===== src/rtl/shift_ctrl_pkg.sv =====
// Shared types and constants for the shift-link controller and its arbiter.
package shift_ctrl_pkg;

  typedef enum logic [2:0] {
    ST_IDLE  = 3'd0,
    ST_LOAD  = 3'd1,
    ST_WAIT  = 3'd2,
    ST_SHIFT = 3'd3,
    ST_DONE  = 3'd4
  } state_e;

  localparam logic MODE_PISO = 1'b0;
  localparam logic MODE_SIPO = 1'b1;

  typedef enum logic {
    OWN_TX = 1'b0,
    OWN_RX = 1'b1
  } owner_e;

endpackage


===== src/rtl/rr_arb2.sv =====
// Two-requester round-robin arbiter (TX vs RX) remembering the last owner.
module rr_arb2
  import shift_ctrl_pkg::*;
(
  input  logic clk,
  input  logic rst_n,
  input  logic en_i,
  input  logic req_tx_i,
  input  logic req_rx_i,
  input  logic update_i,
  output logic tx_open_o,
  output logic gnt_tx_o,
  output logic gnt_rx_o
);

  owner_e last_q, last_d;

  // TX may go unless RX is also asking and TX had the previous turn.
  assign tx_open_o = en_i && (!req_rx_i || (last_q == OWN_RX));
  assign gnt_tx_o  = tx_open_o && req_tx_i;
  assign gnt_rx_o  = en_i && req_rx_i && !gnt_tx_o;

  always_comb begin
    last_d = last_q;
    if (update_i && gnt_tx_o) begin
      last_d = OWN_TX;
    end else if (update_i && gnt_rx_o) begin
      last_d = OWN_RX;
    end
  end

  always_ff @(posedge clk or negedge rst_n) begin
    if (!rst_n) begin
      last_q <= OWN_RX;
    end else begin
      last_q <= last_d;
    end
  end

endmodule


===== src/rtl/shift_link_controller.sv =====
// Shared-shifter controller: grants the shifter to TX (PISO) or RX (SIPO),
// sequences load/wait/shift/done and holds one captured RX word.
module shift_link_controller
  import shift_ctrl_pkg::*;
#(
  parameter int WIDTH     = 8,
  parameter int START_LAT = 1
) (
  input  logic             clk,
  input  logic             rst_n,
  input  logic             tx_valid,
  input  logic [WIDTH-1:0] tx_data,
  output logic             tx_ready,
  output logic             tx_done,
  input  logic             rx_req,
  output logic             rx_valid,
  output logic [WIDTH-1:0] rx_data,
  input  logic             rx_ready,
  output logic             busy,
  output logic             shf_mode,
  output logic             shf_start,
  output logic [WIDTH-1:0] shf_parallel_in,
  input  logic [WIDTH-1:0] shf_parallel_out
);

  localparam int CNT_MAX = (WIDTH > START_LAT) ? WIDTH : START_LAT;
  localparam int CW      = $clog2(CNT_MAX + 1);

  state_e           state_q, state_d;
  logic [CW-1:0]    cnt_q, cnt_d;
  logic             mode_q, mode_d;
  logic [WIDTH-1:0] pin_q, pin_d;
  logic             rx_valid_q, rx_valid_d;
  logic [WIDTH-1:0] rx_data_q, rx_data_d;

  logic arb_en, rx_cand, tx_open, gnt_tx, gnt_rx;

  // Gating with rst_n keeps tx_ready low while reset is held.
  assign arb_en  = (state_q == ST_IDLE) && rst_n;
  assign rx_cand = rx_req && !rx_valid_q;

  rr_arb2 u_arb (
    .clk       (clk),
    .rst_n     (rst_n),
    .en_i      (arb_en),
    .req_tx_i  (tx_valid),
    .req_rx_i  (rx_cand),
    .update_i  (arb_en),
    .tx_open_o (tx_open),
    .gnt_tx_o  (gnt_tx),
    .gnt_rx_o  (gnt_rx)
  );

  always_comb begin
    state_d    = state_q;
    cnt_d      = cnt_q;
    mode_d     = mode_q;
    pin_d      = pin_q;
    rx_valid_d = rx_valid_q;
    rx_data_d  = rx_data_q;

    if (rx_valid_q && rx_ready) begin
      rx_valid_d = 1'b0;
    end

    unique case (state_q)
      ST_IDLE: begin
        if (gnt_tx) begin
          pin_d   = tx_data;
          mode_d  = MODE_PISO;
          state_d = ST_LOAD;
        end else if (gnt_rx) begin
          mode_d  = MODE_SIPO;
          state_d = ST_LOAD;
        end
      end
      ST_LOAD: begin
        cnt_d   = '0;
        state_d = (START_LAT == 0) ? ST_SHIFT : ST_WAIT;
      end
      ST_WAIT: begin
        if (cnt_q == CW'(START_LAT - 1)) begin
          cnt_d   = '0;
          state_d = ST_SHIFT;
        end else begin
          cnt_d = cnt_q + 1'b1;
        end
      end
      ST_SHIFT: begin
        if (cnt_q == CW'(WIDTH - 1)) begin
          cnt_d   = '0;
          state_d = ST_DONE;
        end else begin
          cnt_d = cnt_q + 1'b1;
        end
      end
      ST_DONE: begin
        // The buffer is known empty here: RX is never granted while it is full.
        if (mode_q == MODE_SIPO) begin
          rx_data_d  = shf_parallel_out;
          rx_valid_d = 1'b1;
        end
        state_d = ST_IDLE;
      end
      default: state_d = ST_IDLE;
    endcase
  end

  always_ff @(posedge clk or negedge rst_n) begin
    if (!rst_n) begin
      state_q    <= ST_IDLE;
      cnt_q      <= '0;
      mode_q     <= MODE_PISO;
      pin_q      <= '0;
      rx_valid_q <= 1'b0;
      rx_data_q  <= '0;
    end else begin
      state_q    <= state_d;
      cnt_q      <= cnt_d;
      mode_q     <= mode_d;
      pin_q      <= pin_d;
      rx_valid_q <= rx_valid_d;
      rx_data_q  <= rx_data_d;
    end
  end

  assign tx_ready        = tx_open;
  assign tx_done         = (state_q == ST_DONE) && (mode_q == MODE_PISO);
  assign busy            = (state_q != ST_IDLE);
  assign shf_start       = (state_q == ST_LOAD);
  assign shf_mode        = mode_q;
  assign shf_parallel_in = pin_q;
  assign rx_valid        = rx_valid_q;
  assign rx_data         = rx_data_q;

endmodule


===== config.mk =====
export PLATFORM = sky130hd
export DESIGN_NAME = shift_link_controller
export DESIGN_NICKNAME = d
export VERILOG_FILES = /design/src/rtl/shift_ctrl_pkg.sv /design/src/rtl/rr_arb2.sv /design/src/rtl/shift_link_controller.sv
export SDC_FILE = /design/constraint.sdc
export NUM_CORES = 1
export LEC_CHECK = 0
export CORE_ASPECT_RATIO = 1.25
export CORE_MARGIN = 3
export CORE_UTILIZATION = 39
export DETAILED_ROUTE_END_ITERATION = 6
export MAX_ROUTING_LAYER = met4
export PLACE_DENSITY = 0.82
export SYNTH_ARGS = -nofsm -noshare
export SYNTH_HDL_FRONTEND = slang
export SYNTH_SLANG_ARGS = --single-unit

===== constraint.sdc =====
create_clock -name clk -period 1.71 [get_ports clk]
set_clock_uncertainty 0.1 [all_clocks]
set_input_delay 0.342 -clock clk [delete_from_list [all_inputs] [get_ports clk]]
set_output_delay 0.342 -clock clk [all_outputs]
set_load 0.1 [all_outputs]

==> results.sh <==
export IMPL_status="complete, but fails checks"
export IMPL_violations="negative setup slack"
export IMPL_seqPwrFrac_pct=27.5
export IMPL_gp_congestion=0.7473
export IMPL_worst_pin_slew_ns=0.4980
export IMPL_grt_pass1_vias=1068
export IMPL_drt_vias_per_instance=5.226
export IMPL_rsz0062_at_grt="true"
export IMPL_grt_overflow_total=0
export IMPL_cts_buffers=3
export IMPL_p_leak_nw=0.9855
export IMPL_clk_pin_slew_ns=0.14
export IMPL_syn_inst=87
export IMPL_synth_area_leaders="dfrtp_1 (54%), mux2_2 (16%), dfstp_2 (2.3%)"
export IMPL_slew_headroom_pct=65.94
export IMPL_hp_class="in2async"
export IMPL_cts_root_buf="clkbuf_4"
export IMPL_yosysTopAreaCellShare_pct=53.71
export IMPL_path_cells="nor4b_4 > o21a_4 > buf_12"
export IMPL_placed_area_um2=1986
export IMPL_cp_end_kind="output pin"
export IMPL_setup_ws_ns=-0.2228
export IMPL_dr_pass1_iters=6
export IMPL_grt_max_degree=16
export IMPL_initial_utilization_pct=42.22
export IMPL_p_clk_share_pct=7.4
export IMPL_cts_tree="yes"
export IMPL_ctsHoldBuffers=0
export IMPL_finalCritPeriodShare_pct=113.0
export IMPL_grt_antenna_before_repair=0
export IMPL_drv_cap=0
export IMPL_grt_usage_pct=19.64
export IMPL_p_total_mw=4.107
export IMPL_htree_levels=1
export IMPL_power_density_nw_per_um2=1860
export IMPL_drive_above_1_share_pct=56.58
export IMPL_drv_slew=0
export IMPL_fin_area_um2=2208
export IMPL_area_growth_pct=89.58
export IMPL_yosysTopAreaCell="dfrtp_1"
export IMPL_core_area_um2=2759
export IMPL_wire_per_inst_um=18.70
export IMPL_die_area_um2=3683
export IMPL_pwr_share_comb_pct=65.1
export IMPL_critPathTopFamily="flip-flops"
export IMPL_ys_seq_area_share_pct=55.96
export IMPL_synth_seq_cells=26
export IMPL_fin_util_pct=80.05
export IMPL_path_class="reg2out"
export IMPL_post_route_drc_count=0
export IMPL_synth_cell_type_count=31
export IMPL_period_minus_slack_ns=1.933
export IMPL_crit_fanout=5
export IMPL_nNetsFinal=176
export IMPL_vias=972
export IMPL_ant_nets=0
export IMPL_fmax_mhz=517.4
export IMPL_final_hold_viol_count=0
export IMPL_drtIter0Drc=25
export IMPL_clock_path_buffers=2
export IMPL_slowest_delay_ns=0.48
export IMPL_die_w_um=54.88
export IMPL_portBuffers=42
export IMPL_dp_slack_ns=-0.2600
export IMPL_power_switching_share_pct=48.15
export IMPL_setup_violations=17
export IMPL_p_int_mw=2.130
export IMPL_place_hpwl_um=2160
export IMPL_p_sw_mw=1.978
export IMPL_fp_row_count=21
export IMPL_yosys_warnings=0
export IMPL_crit_required_ns=1.27
export IMPL_grt_pass1_wl_um=5016
export IMPL_syn_area_um2=1165
export IMPL_die_height_um=67.11
export IMPL_diodes=0
export IMPL_crit_buf_inv=1
export IMPL_drt_wl_total_um=3479
export IMPL_critPathLaunchType="register"
export IMPL_worstPathArrival_ns=1.49
export IMPL_clock_latency_ns=0.32
export IMPL_cp_slowest_cell="dfrtp_2"
export IMPL_synth_net_count=110
export IMPL_syn_avg_cell_area_um2=13.39
export IMPL_ios=43
export IMPL_max_vdd_ir_drop_mv=1.449
export IMPL_hold_slack_ns=0.2851
export IMPL_clock_sinks=26
==> cell families (layout without fill, tap and decap cells) <==
group / after synthesis / after routing / share of synthesized area [%]
flops: 26 / 26 / 55.96
simple gates: 22 / 22 / 13.32
mux: 17 / 17 / 16.43
compound gates: 13 / 14 / 9.023
buf+inv: 7 / 71 / 3.115
fa+ha+maj: 2 / 2 / 2.148
==> power by group through the flow <==
stage / registers, mW / clock network (mW) / logic [mW]
after floorplan: 1.84 / 0 / 0.668
after global placement: 1.10 / 0 / 2.29
after detailed placement: 1.12 / 0 / 2.34
after CTS: 1.11 / 0.310 / 2.43
after global routing: 1.16 / 0.337 / 2.77
final: 1.13 / 0.303 / 2.67
==> layer usage <==
layer	track usage, %	part of all wire, %
met1	24.06	43
met2	30.77	52
met3	4.027	2.9
met4	8.411	2.2
met5	-	0
==> final cells by class <==
type	count	area (um^2)
Timing Repair Buffer	63	820.8
Fill cell	153	550.5
Multi-Input combinational cell	55	630.6
Inverter	4	15.01
Sequential cell	26	663.1
Clock buffer	4	36.28
Tap cell	34	42.54
==> state kept, by name, summed over array words and instances (netlist names) <==
| name | count |
|---|---|
| u_arb.last_q | 1 |
| shf_mode | 1 |
| cnt_q | 4 |
| rx_data | 8 |
| rx_valid | 1 |
| state_q | 3 |
| shf_parallel_in | 8 |
==> per-stage QoR <==
stage | cells | setup TNS, ns
2_1_floorplan | 87 | -0.6027
3_3_place_gp | 173 | -2.209
3_5_place_dp | 173 | -2.491
4_1_cts | 183 | -0.7662
5_1_grt | 186 | -2.509
6_report | 186 | -1.857
==> layout by cell type (no fill, tap or decap), types with 2 or more instances in the layout <==
cell type,instances
buf_12,22
dfrtp_1,20
clkdlybuf4s50_1,20
buf_4,15
mux2_4,10
mux2_2,7
buf_6,6
inv_1,4
nand3_1,3
clkbuf_4,3
dfrtp_2,3
nor4b_4,2
nor2_1,2
o211ai_4,2
nand2_1,2
o21a_1,2
o21ai_2,2
ha_1,2
dfrtp_4,2
==> cells in the mapped netlist <==
library cell,n
a2111oi_0,1
a21o_1,1
a22o_1,1
a31oi_1,1
and2b_1,1
and3_1,1
buf_2,2
buf_6,1
dfrtp_1,25
dfstp_2,1
ha_1,2
inv_1,4
mux2_2,17
nand2_1,2
nand2b_1,1
nand3_1,5
nand4b_1,1
nor2_1,2
nor2b_1,1
nor3b_1,2
nor4b_1,1
nor4b_4,1
nor4bb_1,1
o211ai_1,1
o211ai_4,1
o21a_1,3
o21ai_0,3
o21bai_1,1
or2_2,1
or3_1,1
or4b_1,1
==> path summary, 6_finish.rpt <==
| path | slack, ns | cells past startpoint | from | end |
|---|---|---|---|---|
| max in group asynchronous | 1.00 | 2 | rst_n | u_arb.last_q |
| setup reg to reg | -0.18 | 5 | state_q[0] | state_q[0] |
| setup / recovery | -0.22 | 3 | state_q[2] | tx_ready |
| hold reg to reg | 0.49 | 1 | cnt_q[2] | cnt_q[2] |
| min in group clk | 0.49 | 1 | cnt_q[2] | cnt_q[2] |
| hold / removal | 0.29 | 2 | rst_n | cnt_q[2] |
==> repair_timing <==
item	4_1_cts	5_1_grt
endpoints found under the hold margin	0	0
buffers inserted	5	5
pin swaps	2	5
endpoints found under the setup margin	7	26
gates resized for setup	6	26
gates cloned	1	1
(Power assumes the default switching activity.)
